### src/rtl/dma_engine.sv
`default_nettype none
// ============================================================================
// Module   : dma_engine
// Purpose  : Single-command burst DMA between valid/ready streams and the
//            banked memory crossbar's DMA override port.
// Revision : 1.0 - initial release
// ============================================================================
module dma_engine #(
    parameter int DATA_W = 32,
    parameter int ADDR_W = 10,
    parameter int NB     = 4,
    parameter int LEN_W  = ADDR_W + 3
) (
    input  logic                          clk,
    input  logic                          rst_n,

    input  logic                          cmd_valid_i,
    output logic                          cmd_ready_o,
    input  logic                          cmd_write_i,
    input  logic [ADDR_W+$clog2(NB)-1:0]  cmd_addr_i,
    input  logic [LEN_W-1:0]              cmd_len_i,

    input  logic                          wr_valid_i,
    output logic                          wr_ready_o,
    input  logic [DATA_W-1:0]             wr_data_i,

    output logic                          rd_valid_o,
    input  logic                          rd_ready_i,
    output logic [DATA_W-1:0]             rd_data_o,

    output logic                          busy_o,
    output logic                          done_o,

    output logic                          dma_write_en_o,
    output logic                          dma_read_en_o,
    output logic [$clog2(NB)-1:0]         dma_bank_sel_o,
    output logic [ADDR_W-1:0]             dma_local_addr_o,
    output logic [DATA_W-1:0]             dma_data_in_o,
    input  logic [DATA_W-1:0]             dma_rdata_i
);

    localparam int BANK_W = $clog2(NB);
    localparam int GA_W   = ADDR_W + BANK_W;

    typedef enum logic [2:0] {
        S_IDLE     = 3'd0,
        S_WRITE    = 3'd1,
        S_RD_ISSUE = 3'd2,
        S_RD_WAIT  = 3'd3,
        S_RD_HOLD  = 3'd4,
        S_DONE     = 3'd5
    } state_e;

    state_e              state_q, state_d;
    logic [GA_W-1:0]     addr_q, addr_d;
    logic [LEN_W-1:0]    remain_q, remain_d;
    logic [DATA_W-1:0]   rd_data_q, rd_data_d;
    logic                rd_valid_q, rd_valid_d;

    logic                last_word;

    assign last_word = (remain_q == LEN_W'(1));

    always_ff @(posedge clk or negedge rst_n) begin
        if (!rst_n) begin
            state_q    <= S_IDLE;
            addr_q     <= '0;
            remain_q   <= '0;
            rd_data_q  <= '0;
            rd_valid_q <= 1'b0;
        end else begin
            state_q    <= state_d;
            addr_q     <= addr_d;
            remain_q   <= remain_d;
            rd_data_q  <= rd_data_d;
            rd_valid_q <= rd_valid_d;
        end
    end

    always_comb begin
        state_d        = state_q;
        addr_d         = addr_q;
        remain_d       = remain_q;
        rd_data_d      = rd_data_q;
        rd_valid_d     = rd_valid_q;
        cmd_ready_o    = 1'b0;
        wr_ready_o     = 1'b0;
        done_o         = 1'b0;
        dma_write_en_o = 1'b0;
        dma_read_en_o  = 1'b0;
        dma_data_in_o  = '0;

        case (state_q)
            S_IDLE: begin
                cmd_ready_o = 1'b1;
                if (cmd_valid_i) begin
                    addr_d   = cmd_addr_i;
                    remain_d = cmd_len_i;
                    if (cmd_len_i == '0) begin
                        state_d = S_DONE;
                    end else if (cmd_write_i) begin
                        state_d = S_WRITE;
                    end else begin
                        state_d = S_RD_ISSUE;
                    end
                end
            end

            // Stream beats go straight to the bank in the handshake cycle.
            S_WRITE: begin
                wr_ready_o     = 1'b1;
                dma_write_en_o = wr_valid_i;
                dma_data_in_o  = wr_data_i;
                if (wr_valid_i) begin
                    addr_d   = addr_q + GA_W'(1);
                    remain_d = remain_q - LEN_W'(1);
                    if (last_word) begin
                        state_d = S_DONE;
                    end
                end
            end

            S_RD_ISSUE: begin
                dma_read_en_o = 1'b1;
                state_d       = S_RD_WAIT;
            end

            // Address is held here so the crossbar returns data from the bank just read.
            S_RD_WAIT: begin
                rd_data_d  = dma_rdata_i;
                rd_valid_d = 1'b1;
                state_d    = S_RD_HOLD;
            end

            S_RD_HOLD: begin
                if (rd_ready_i) begin
                    rd_valid_d = 1'b0;
                    addr_d     = addr_q + GA_W'(1);
                    remain_d   = remain_q - LEN_W'(1);
                    state_d    = last_word ? S_DONE : S_RD_ISSUE;
                end
            end

            S_DONE: begin
                done_o  = 1'b1;
                state_d = S_IDLE;
            end

            default: begin
                state_d = S_IDLE;
            end
        endcase
    end

    assign busy_o           = (state_q != S_IDLE);
    assign rd_valid_o       = rd_valid_q;
    assign rd_data_o        = rd_data_q;
    assign dma_bank_sel_o   = addr_q[GA_W-1:ADDR_W];
    assign dma_local_addr_o = addr_q[ADDR_W-1:0];

endmodule
`default_nettype wire

### config.mk
export PLATFORM = sky130hd
export DESIGN_NAME = dma_engine
export DESIGN_NICKNAME = d
export VERILOG_FILES = /design/src/rtl/dma_engine.sv
export SDC_FILE = /design/constraint.sdc
export NUM_CORES = 1
export LEC_CHECK = 0
export ABC_AREA = 1
export CAP_MARGIN = 0
export CORE_ASPECT_RATIO = 1.4
export CORE_UTILIZATION = 25
export DETAILED_ROUTE_END_ITERATION = 7
export SYNTH_ARGS = -nofsm -noshare
export SYNTH_HDL_FRONTEND = slang
export SYNTH_SLANG_ARGS = --single-unit
### constraint.sdc
create_clock -name clk -period 3.7 [get_ports clk]
set_input_delay 0.74 -clock clk [delete_from_list [all_inputs] [get_ports clk]]
set_output_delay 0.74 -clock clk [all_outputs]
set_load 0.02 [all_outputs]
# Word level (Yosys, flattened, before mapping)
# Cells that the tools add are included.
[word_totals]
reg_bits = 61
latchBits = 0
ram_bits = 0
romBits = 0
output_inout_bits = 83
memories = 0
[classes]
n_addsub = 2
multipliers = 0
n_div = 0
magnitude_cmp = 0
n_eq_ne = 10
shift = 0
muxes = 24
n_bitwise = 0
n_reduce_logical = 8
[ops]
columns = ["operator", "n"]
rows = [
  ["13-bit two-way mux", 3],
  ["13-bit case mux with 3 select lines", 1],
  ["12-bit two-way mux", 3],
  ["12-bit case mux with 3 select lines", 1],
  ["32-bit two-way mux", 1],
  ["3-bit two-way mux", 6],
  ["3-bit case mux with 5 select lines", 1],
  ["13-bit by 1-bit == test with 1-bit output (second input constant)", 1],
  ["13-bit logical NOT", 1],
  ["13-bit by 1-bit subtractor with 13-bit output (second input constant)", 1],
  ["12-bit by 1-bit adder with 12-bit output (second input constant)", 1],
  ["2-bit != test (second input constant)", 4],
  ["4-bit AND reduction", 2],
  ["3-bit by 2-bit == test with 1-bit output (second input constant)", 2],
  ["3-bit == test (second input constant)", 2],
  ["1-bit two-way mux", 6],
  ["3-bit nonzero test", 2],
  ["3-bit by 1-bit == test with 1-bit output (second input constant)", 1],
  ["3-bit logical NOT", 1],
  ["2-bit two-way mux", 1],
  ["1-bit case mux with 2 select lines", 1],
  ["2-bit AND reduction", 1],
  ["2-bit nonzero test", 1],
]

# Longest topological paths before layout
# Gate-level depths: netlist of the first run.
[logic_depth]
ltp_word = 4
depth_mapped = 11
mapped_depth_nobuf = 10

# Worst setup path before layout of the first run
# No wires, ideal clock.
[synth_path]
path_kind = "reg-to-output"
startpoint = "reg state_q[2]"
endpoint = "out dma_data_in_o[10]"
t_arrival_ps = 1191
slack_ps = 1769
path_stages_with_launch = 5
n_path_buf = 1
cell_sequence = "dfrtp_1 nor2_2 nand2_2 buf_1 nor2_1"
[synth_between]
elab_chain_len = 2
[synth_rtl]
columns = ["item", "line_no", "text"]
rows = [
  ["start: declaration", "54", "state_e state_q, state_d;"],
  ["start signal: assignment", "72", "state_q <= state_d;"],
  ["3-bit by 1-bit == test with 1-bit output", "93", "case (state_q)"],
  ["32-bit two-way mux", "93", ""],
  ["end: declaration", "38", "output logic [DATA_W-1:0] dma_data_in_o,"],
]
# Every way passes these cells.

# Final worst setup path of the first run
[layout_path]
startpoint = "reg state_q[2]"
endpoint = "out dma_data_in_o[7]"
# The elaborated chain is that of the path after synthesis.

==> results of run 1 <==
## area by class of cell
| cell class | instances | share of cell area [%] |
|---|---|---|
| timing repair buffer | 180 | 30.7 |
| multi-input combinational | 338 | 29.7 |
| sequential | 61 | 26.2 |
| inverter | 69 | 4.44 |
| tap | 185 | 3.97 |
| clock buffer | 10 | 3.93 |
| clock inverter | 6 | 1.09 |
## worst register-to-register path, delay by kind of cell (launching register included)
| family | cells | cell delay [ns] |
|---|---|---|
| buffers and inverters | 2 | 0.45 |
| DFF | 1 | 0.40 |
| and+or+nand+nor | 5 | 1.32 |
| AOI/OAI and AO/OA | 1 | 0.09 |
## final timing paths
kind,startpoint,cells after the start,endpoint
min in group clk,rd_data_o[15]$_DFFE_PN0P_,1,rd_data_o[15]$_DFFE_PN0P_
max,state_q[2]$_DFFE_PN0P_,4,dma_data_in_o[7]
max reg2reg,state_q[0]$_DFFE_PN0P_,8,addr_q[1]$_DFFE_PN0P_
max in group asynchronous,rst_n,2,addr_q[8]$_DFFE_PN0P_
min,rst_n,1,addr_q[0]$_DFFE_PN0P_
min reg2reg,rd_data_o[15]$_DFFE_PN0P_,1,rd_data_o[15]$_DFFE_PN0P_
## state kept, by name, summed over array words and instances, names as in the netlist
register and flops:
state_q 3, rd_data_o 32, addr_q 12, rd_valid_o 1
remain_q 13
## report_power, final
group          switching (mW)  total [mW]  internal [mW]  leakage [nW]
sequential              0.271        1.29           1.02         0.729
clock                   0.300       0.820          0.519         0.138
combinational            1.68        2.96           1.28          1.84
## layer usage
| layer | GRT usage, % | vias to the layer above | share of wire [%] |
|---|---|---|---|
| met5 | 0 | - | 0 |
| met4 | 7.12 | 0 | 2.1 |
| met3 | 2.71 | 13 | 5.9 |
| met2 | 28.4 | 129 | 56 |
| met1 | 14.8 | 1693 | 36 |
| li1 | - | 1847 | - |
## logic make-up after synthesis
| group | after synthesis | share of synthesized area (%) |
|---|---|---|
| AO/OA/AOI/OAI | 25 | 3.61 |
| XOR/XNOR | 4 | 0.973 |
| adder cells (fa/ha/maj) | 3 | 1.04 |
| buffers and inverters | 83 | 9.59 |
| flip-flops | 61 | 42.4 |
| AND/OR/NAND/NOR | 274 | 32.4 |
| multiplexers | 32 | 10.0 |
## per-stage QoR
| step | power, mW | std cells | utilization (%) | setup slack [ns] |
|---|---|---|---|---|
| floorplan | 3.10 | 482 | - | 1.77 |
| global placement | 4.22 | 833 | 39.6 | 0.969 |
| detailed placement | 4.29 | 833 | 39.6 | 0.954 |
| CTS | 5.14 | 849 | 41.7 | 0.734 |
| global route | 5.48 | 849 | 41.7 | 0.542 |
| finish | 5.07 | 849 | 41.7 | 0.794 |
## cell usage in the layout, fill, tap and decap left out, types with 4 or more instances in the layout
cell,netlist,final
or2_2,4,4
nor2_2,5,5
dfrtp_1,61,61
nand2_2,6,6
o21ai_1,5,5
o21ai_0,13,13
nor2_1,84,84
nand2_1,125,125
inv_1,63,63
nor3_1,5,5
clkdlybuf4s50_1,0,176
inv_2,6,6
nand4_1,6,6
mux2_2,32,32
clkbuf_16,0,9
a21oi_1,5,5
nand3_1,33,33
==> results by group, run 1 <==
Outcome
  • Status: completed

Critical path
  • Worst path slowest cell: clkdlybuf4s50_1
  • WP data required: 2.96 ns
  • Crit path kind: reg -> out
  • Cells along the critical path: nor2_2 -> nand2_2 -> nor2_1 -> clkdlybuf4s50_1
  • CP Data Arrival Time: 2.17 ns
  • Worst reg-to-reg setup slack: 1.31 ns
  • Crit path buffers/inverters: 1
  • Crit. End Element: output pin
  • CP delay by family, top: simple AND/OR/NAND/NOR gates
  • CP startpoint kind: register
  • CP max stage delay: between 0.6 and 0.7 ns
  • Maximum fanout along the worst path: 36

Route
  • DRC: 0
  • First drt pass iteration count: 4
  • Iter 0 DRT Violations: 137
  • Post-route ant nets: 0
  • Final wirelength: between 10000 and 15000 um
  • Vias per std cell: 4.34
  • Via count: 3682
  • DR WL/cell: ~13 um

Power and ir drop
  • Pleak: between 2 and 3 nW
  • Power density over cell area: 869 nW/um^2
  • Peak supply drop: roughly 0.32 mV

Global route
  • All-layer global routing usage: approximately 15%
  • Vias in the first global route: 3554
  • Antenna violations before repair: 0
  • Gr ovfl total: 0
  • Largest net degree at the start of global routing: 37
  • Global-route wire length before repair: 16800 um

Synthesis
  • Post-Syn Instances: between 400 and 500
  • Netlist Area Pre-Place: between 3000 and 4000 sq um
  • Syn nets: 580
  • Number of enable flip-flop cells after synthesis: 0
  • Syn Area/Cell: roughly 7.5 sq um
  • Top_reg_cell synth: dfrtp_1
  • Seq/Total Area, Yosys: between 40% and 50%
  • Syn. warnings: 0
  • Yosys top cell area share: a little over two fifths
  • Distinct cells, synth: 27
  • Top-count cell post-synth: nand2_1
  • Top cell type by total area after synthesis: dfrtp_1
  • Register bit total from synthesis: between 60 and 70
  • Ys async rst share: 100%
  • Main area contributors after synthesis: dfrtp_1 42%, nand2_1 13%, mux2_2 10%
  • Synth top cells by count: 125 x nand2_1, 84 x nor2_1, 63 x inv_1

Clock tree
  • CTS tree: built
  • Clock-pin slew on the worst setup and hold paths: roughly 0.060 ns
  • Hold buffers post-CTS: 0
  • TritonCTS buffer count: 9
  • # resized after CTS: 0
  • CTS H-tree lvls: 3
  • CTS max path bufs: 2
  • Worst-Skew Late Latency: around 0.33 ns
  • Total setup buffers inserted after CTS: 0
  • CTS Sinks: 61
  • Root Buffer: clkbuf_16

Place
  • Placer Congestion: roughly 0.8
  • IO buf count: between 150 and 200
  • DP HPWL: about 8400 um
  • Post-DP Area: approximately 5500 sq um

STA
  • Worst Tran Pin Value: a little over 0.8 ns
  • Fin Hold WS: approximately 0.5 ns
  • Final Max Slew Viols: 0
  • Fin crit share: about four fifths
  • RSZ-0062 raised after global routing: no
  • Hold Vio Cnt, Final: 0
  • Min cycle time layout: between 2 and 3 ns
  • Final setup fails: 0
  • Setup Skew: around 0.0074 ns
  • Achievable Freq: around 340 MHz
  • Max_slew headroom: a little under half
  • Final setup TNS: 0 ns

Final layout
  • Multi-input logic area: ~1700 sq um
  • FF/Latch Area: 1530 sq um
  • Fraction of layout instances using a drive strength above 1: between 10% and 20%
  • Area grow syn2layout: 61.8%
  • Antenna Cells: 0
  • Final instance area: around 6000 sq um
  • Layout filler cell count: about 1400
  • # nets final: about 760

Floorplanning
  • Initial Util: between 20% and 30%
  • Die width: about 100 um
  • Die footprint: about 15000 sq um
  • Core area: roughly 14000 sq um
  • Core Rows: between 50 and 60
  • Num ports: 178
  • Die Ht: approximately 140 um

Min path
  • Hold Path Class: in -> async

Run
  • Max-cap violation count: 0
Note: power is estimated with default switching activity, not from simulation.
==> run 2, diff against run 1 <==
==> constraint.sdc (replaced) <==
create_clock -name clk -period 2.4 [get_ports clk]
set_input_delay 0.48 -clock clk [delete_from_list [all_inputs] [get_ports clk]]
set_output_delay 0.48 -clock clk [all_outputs]
set_load 0.02 [all_outputs]
==> run 2 against run 1 <==
Net effect: total power rose by 58%; count of clock-buffer cells in the layout unchanged; final cell count up 0.47%; clock skew down 0.0025 ns; largest power group unchanged; register-to-register slack got worse by 0.69 ns; hold slack got worse by 0.45 ns; design area rose by 1.1%; highest routed layer unchanged; critical path type unchanged.
==> results by group, run 2 (same netlist as run 1, synthesis figures left out) <==
Critical path
  • CP startpoint kind: register
  • WP data required: around 1.9 ns
  • Worst flop-to-flop path startpoint: state_q[2]$_DFFE_PN0P_
  • Cells along the critical path: inv_2 -> nand2_1 -> nor2_4 -> clkdlybuf4s50_1
  • CP endpoint: wr_ready_o
  • Maximum fanout along the worst path: 4
  • Worst reg-to-reg setup slack: between 0.6 and 0.7 ns
  • Worst r2r dst: remain_q[0]$_DFFE_PN0P_
  • Crit. End Element: output pin
  • Crit path kind: reg -> out
  • R2R depth: 9
  • CP Data Arrival Time: between 1.5 and 2 ns
  • CP max stage delay: between 0.6 and 0.7 ns
  • Start point of the critical path: state_q[2]$_DFFE_PN0P_
  • Worst path slowest cell: clkdlybuf4s50_1

Final layout
  • Fraction of layout instances using a drive strength above 1: a little under an eighth
  • Commonest non-fill, non-tap cell in the layout: clkdlybuf4s50_1
  • Final instance area: slightly below 6000 sq um
  • # nets final: between 700 and 800
  • Antenna Cells: 0
  • Most frequent cells in the layout: 143 x clkdlybuf4s50_1, 125 x nand2_1, 84 x nor2_1, 63 x inv_1, 61 x dfrtp_1
  • Max reg flops: 32
  • Area grow syn2layout: 63.6%

Floorplanning
  • Initial Util: 25.8%
  • Die Ht: 144 um
  • Die footprint: 14900 sq um
  • Num ports: around 180
  • Core area: 14000 sq um
  • Core Rows: a little over 50
  • Die width: ~100 um

Clock tree
  • CTS tree: built
  • CTS Sinks: 61
  • Clock-pin slew on the worst setup and hold paths: roughly 0.05 ns
  • CTS max path bufs: 2
  • CTS H-tree lvls: 3
  • Worst-Skew Late Latency: approximately 0.33 ns
  • Hold buffers post-CTS: 0
  • TritonCTS buffer count: 9
  • Root Buffer: clkbuf_16

STA
  • Max_slew headroom: between 60% and 70%
  • Final Worst Setup Slack: roughly 0.11 ns
  • Fin crit share: 95.5%
  • Setup Skew: between 0.004 and 0.005 ns
  • Min cycle time layout: about 2.3 ns
  • Final Max Slew Viols: 0
  • Hold Vio Cnt, Final: 0
  • RSZ-0062 raised after global routing: no
  • Final setup fails: 0
  • Achievable Freq: between 400 and 500 MHz
  • Final setup TNS: 0 ns
  • Worst Tran Pin Value: approximately 0.5 ns

Global route
  • Gr ovfl total: 0
  • Global-route wire length before repair: approximately 17000 um
  • All-layer global routing usage: approximately 15%
  • Antenna violations before repair: 0
  • Vias in the first global route: ~3700
  • Largest net degree at the start of global routing: slightly above 50

Route
  • Final wirelength: about 11000 um
  • Iter 0 DRT Violations: around 140
  • Via count: between 3000 and 4000
  • Post-route ant nets: 0
  • DRC: 0
  • DR WL/cell: between 10 and 15 um
  • Vias per std cell: 4.35
  • First drt pass iteration count: 4

Place
  • Post-DP Area: around 5600 sq um
  • DP HPWL: around 8400 um
  • Placer Congestion: about 0.84
  • IO buf count: between 150 and 200
  • Pre-CTS setup slack: roughly 0.2 ns

Power and ir drop
  • Sw Share: a little over two fifths
  • Pleak: 2.90 nW
  • Power density over cell area: approximately 1400 nW/um^2
  • Combinational share of power: approximately 57%
  • Psw: ~3.5 mW
  • Peak supply drop: 0.475 mV
  • Clock power share: 18.6%
  • Share of power burned in registers: ~25%
  • Internal power: 4.52 mW

Min path
  • Hold Path Class: in -> async

Outcome
  • Status: completed

Run
  • Max-cap violation count: 0
==> run 2: cell types whose count changed in the layout (fill, tap and decap cells not counted), moves of 2 or more <==
cell,previous run,this run
clkdlybuf4s50_1,176,143
buf_12,0,2
bufinv_16,1,3
dlygate4sd2_1,0,33
buf_4,3,5
==> run 2: stage by stage <==
| step | std cells | util (%) | power (mW) | hold slack [ns] |
|---|---|---|---|---|
| 6_report | 853 | 42.1 | 8.01 | 0.0510 |
| 5_1_grt | 853 | 42.1 | 8.64 | 0.0676 |
| 4_1_cts | 853 | 42.1 | 8.11 | 0.0553 |
| 3_5_place_dp | 837 | 40.0 | 6.68 | 0.412 |
| 3_3_place_gp | 837 | 40.0 | 6.61 | 0.402 |
| 2_1_floorplan | 482 | - | 4.79 | 0.184 |
==> run 2: final cells by class <==
class | count | area, sq um
clock buffers | 10 | 229
clock inverters | 6 | 111
fillers | 1391 | 8090
inverters | 69 | 259
multi-input cells | 338 | 1730
flip-flops and latches | 61 | 1530
well taps | 185 | 231
repair buffers | 184 | 1800
==> run 2: how the worst min path moves through the flow <==
stage | startpoint | endpoint | slack [ns] | cells past startpoint
2_1_floorplan | rst_n | addr_q[0]$_DFFE_PN0P_ | 0.18 | 0
3_3_place_gp | rst_n | addr_q[0]$_DFFE_PN0P_ | 0.40 | 1
3_5_place_dp | rst_n | addr_q[0]$_DFFE_PN0P_ | 0.41 | 1
4_1_cts | rst_n | addr_q[0]$_DFFE_PN0P_ | 0.06 | 1
5_1_grt | rst_n | addr_q[0]$_DFFE_PN0P_ | 0.07 | 1
6_report | rst_n | addr_q[0]$_DFFE_PN0P_ | 0.05 | 1
==> run 2: what timing repair did <==
item | in CTS | in global routing
buffers inserted | 0 | 0
endpoints found under the setup margin | 33 | 0
gates resized for setup | 33 | 0
==> run 2: power by group through the flow <==
stage	sequential [mW]	clock [mW]	combinational, mW
after detailed placement	2.00	0	4.69
after global routing	2.06	1.56	5.02
after CTS	1.99	1.53	4.59
after floorplan	2.40	0	2.38
after global placement	1.97	0	4.64
final	1.98	1.49	4.53
==> run 2: per-layer routing <==
layer  global-route usage (%)  wire length [um]  vias to the layer above
li1                         -                 -                     1853
met1                     14.8              4030                     1708
met2                     27.9              5770                      131
met3                     4.35               728                       20
met4                     7.78               367                        0
met5                        0                 0                        -
==> run 2: critical path, delay by kind of cell, from the launching register on <==
family                 cells  cell delay, ns
flip-flops                 1            0.45
buffers and inverters      2            0.76
AND/OR/NAND/NOR            2            0.27
==> run 3, diff against run 2 <==
--- a/config.mk
+++ b/config.mk
@@ -8,6 +8,7 @@
 export ABC_AREA = 1
 export CAP_MARGIN = 0
 export CORE_ASPECT_RATIO = 1.4
+export CORE_MARGIN = 2
 export CORE_UTILIZATION = 25
 export DETAILED_ROUTE_END_ITERATION = 7
 export SYNTH_ARGS = -nofsm -noshare
==> run 3 against run 2 <==
Net effect: total power grew 1.3%; via count rose by 0.43%; count of clock-buffer cells in the layout stayed put; global-route usage down 0.74 points; clock skew shrank 0.0016 ns; hold slack gained 0.14 ns; first-iteration DRC count is 1.4% higher; critical path depth did not move; largest power group unchanged.
==> results by group, run 3 (same netlist as run 1, synthesis figures left out) <==
Route
  • Via count: roughly 3700
  • Final wirelength: roughly 11000 um
  • DRC: 0
  • Post-route ant nets: 0
  • DR WL/cell: roughly 13 um
  • Vias per std cell: between 4 and 5
  • First drt pass iteration count: 6
  • Iter 0 DRT Violations: 141

Critical path
  • Worst path slowest cell: clkdlybuf4s50_1
  • Cells along the critical path: inv_2 -> nand2_1 -> nor2_4 -> clkdlybuf4s50_1
  • CP max stage delay: ~0.65 ns
  • Worst reg-to-reg setup slack: 0.65 ns
  • Worst r2r dst: remain_q[9]$_DFFE_PN0P_
  • CP startpoint kind: register
  • R2R depth: 9
  • Maximum fanout along the worst path: 4
  • WP data required: 1.92 ns
  • Crit path kind: reg -> out
  • Crit. End Element: output pin
  • CP Data Arrival Time: 1.79 ns
  • Start point of the critical path: state_q[2]$_DFFE_PN0P_
  • Worst flop-to-flop path startpoint: state_q[2]$_DFFE_PN0P_

STA
  • RSZ-0062 raised after global routing: no
  • Achievable Freq: about 440 MHz
  • Final Worst Setup Slack: 0.128 ns
  • Hold Vio Cnt, Final: 0
  • Fin crit share: between 90% and 100%
  • Worst Tran Pin Value: around 0.67 ns
  • Final setup TNS: 0 ns
  • Fin Hold WS: between 0.15 and 0.2 ns
  • Min cycle time layout: between 2 and 2.5 ns
  • Final Max Slew Viols: 0
  • Max_slew headroom: a little under three fifths
  • Final setup fails: 0
  • Setup Skew: about 0.0033 ns

Floorplanning
  • Initial Util: 25.8%
  • Die width: 105 um
  • Num ports: approximately 180
  • Die Ht: between 100 and 150 um
  • Die footprint: roughly 15000 sq um
  • Core Rows: 51
  • Core area: between 10000 and 15000 sq um

Place
  • Placer Congestion: 0.842
  • Placed cell count: about 840
  • DP HPWL: roughly 8800 um
  • IO buf count: 177
  • Post-DP Area: between 5000 and 6000 sq um
  • Pre-CTS setup slack: approximately 0.15 ns

Global route
  • Largest net degree at the start of global routing: 34
  • Global-route wire length before repair: roughly 18000 um
  • Vias in the first global route: around 3700
  • Antenna violations before repair: 0
  • All-layer global routing usage: 14.3%
  • Gr ovfl total: 0

Final layout
  • # nets final: ~760
  • Layout filler cell count: between 1000 and 1500
  • Commonest non-fill, non-tap cell in the layout: clkdlybuf4s50_1
  • Max reg flops: 32
  • Area grow syn2layout: 64.6%
  • Fraction of layout instances using a drive strength above 1: between 10% and 20%
  • Final instance area: between 5000 and 6000 sq um
  • Antenna Cells: 0
  • Most frequent cells in the layout: 143 x clkdlybuf4s50_1, 125 x nand2_1, 84 x nor2_1, 63 x inv_1, 61 x dfrtp_1
  • Layout Cells excl Fill: around 860

Clock tree
  • CTS H-tree lvls: 3
  • Root Buffer: clkbuf_16
  • CTS max path bufs: 2
  • Hold buffers post-CTS: 0
  • CTS tree: built
  • CTS Sinks: 61
  • TritonCTS buffer count: 9
  • Total setup buffers inserted after CTS: 0
  • Clock-pin slew on the worst setup and hold paths: 0.05 ns
  • Worst-Skew Late Latency: between 0.3 and 0.4 ns

Power and ir drop
  • Peak supply drop: 0.530 mV
  • Power density over cell area: about 1400 nW/um^2
  • Pleak: slightly below 3 nW

Min path
  • Hold Path Class: in -> async

Run
  • Max-cap violation count: 0

Outcome
  • Status: completed
## run 3: cell types whose count changed in the layout (fill, tap and decap cells not counted)
cell        before  now
buf_4            5    7
bufinv_16        3    4
clkinv_4         1    0
clkinvlp_4       1    0
inv_6            0    1
## run 3: worst max path at each step
stage | end | slack (ns)
after floorplan | dma_data_in_o[10] | 0.73
final | wr_ready_o | 0.13
after detailed placement | dma_data_in_o[8] | 0.15
after CTS | wr_ready_o | 0.1
after global routing | wr_ready_o | 0.03
after global placement | dma_data_in_o[5] | 0.14
## run 3: cell type report
type	count	area (sq um)	area share [%]
Clock buffer	10	229	3.86
Timing Repair Buffer	186	1820	30.7
Multi-Input combinational cell	338	1730	29.2
Sequential cell	61	1530	25.8
Clock inverter	6	134	2.26
Inverter	69	259	4.37
Tap cell	185	231	3.91
## run 3: report_power, final
group | internal (mW) | total [mW] | switching (mW) | leakage (nW)
clock network | 1.12 | 1.59 | 0.469 | 0.177
logic | 1.96 | 4.54 | 2.58 | 2.02
registers | 1.57 | 1.98 | 0.418 | 0.729
## run 3: worst max-delay path, delay by kind of cell (launching register included)
kind / cells / cell delay, ns
and+or+nand+nor: 2 / 0.26
buffers and inverters: 2 / 0.76
DFF: 1 / 0.44
## run 3: per-stage QoR
step	power, mW	util, %
after floorplan	4.79	-
after global placement	6.63	40.1
after detailed placement	6.71	40.1
after CTS	8.24	42.4
after global routing	8.75	42.4
final	8.11	42.4
## run 3: repair_timing
action,in CTS,in global routing
resized for setup,33,0
hold endpoints to repair,0,0
endpoints found under the setup margin,33,0
## run 3: layer usage
metal	GRT usage (%)	wire, um	vias to the layer above
li1	-	-	1865
met1	13.9	4040	1721
met2	28.2	6170	127
met3	3.40	673	15
met4	5.80	242	0
met5	0	0	-
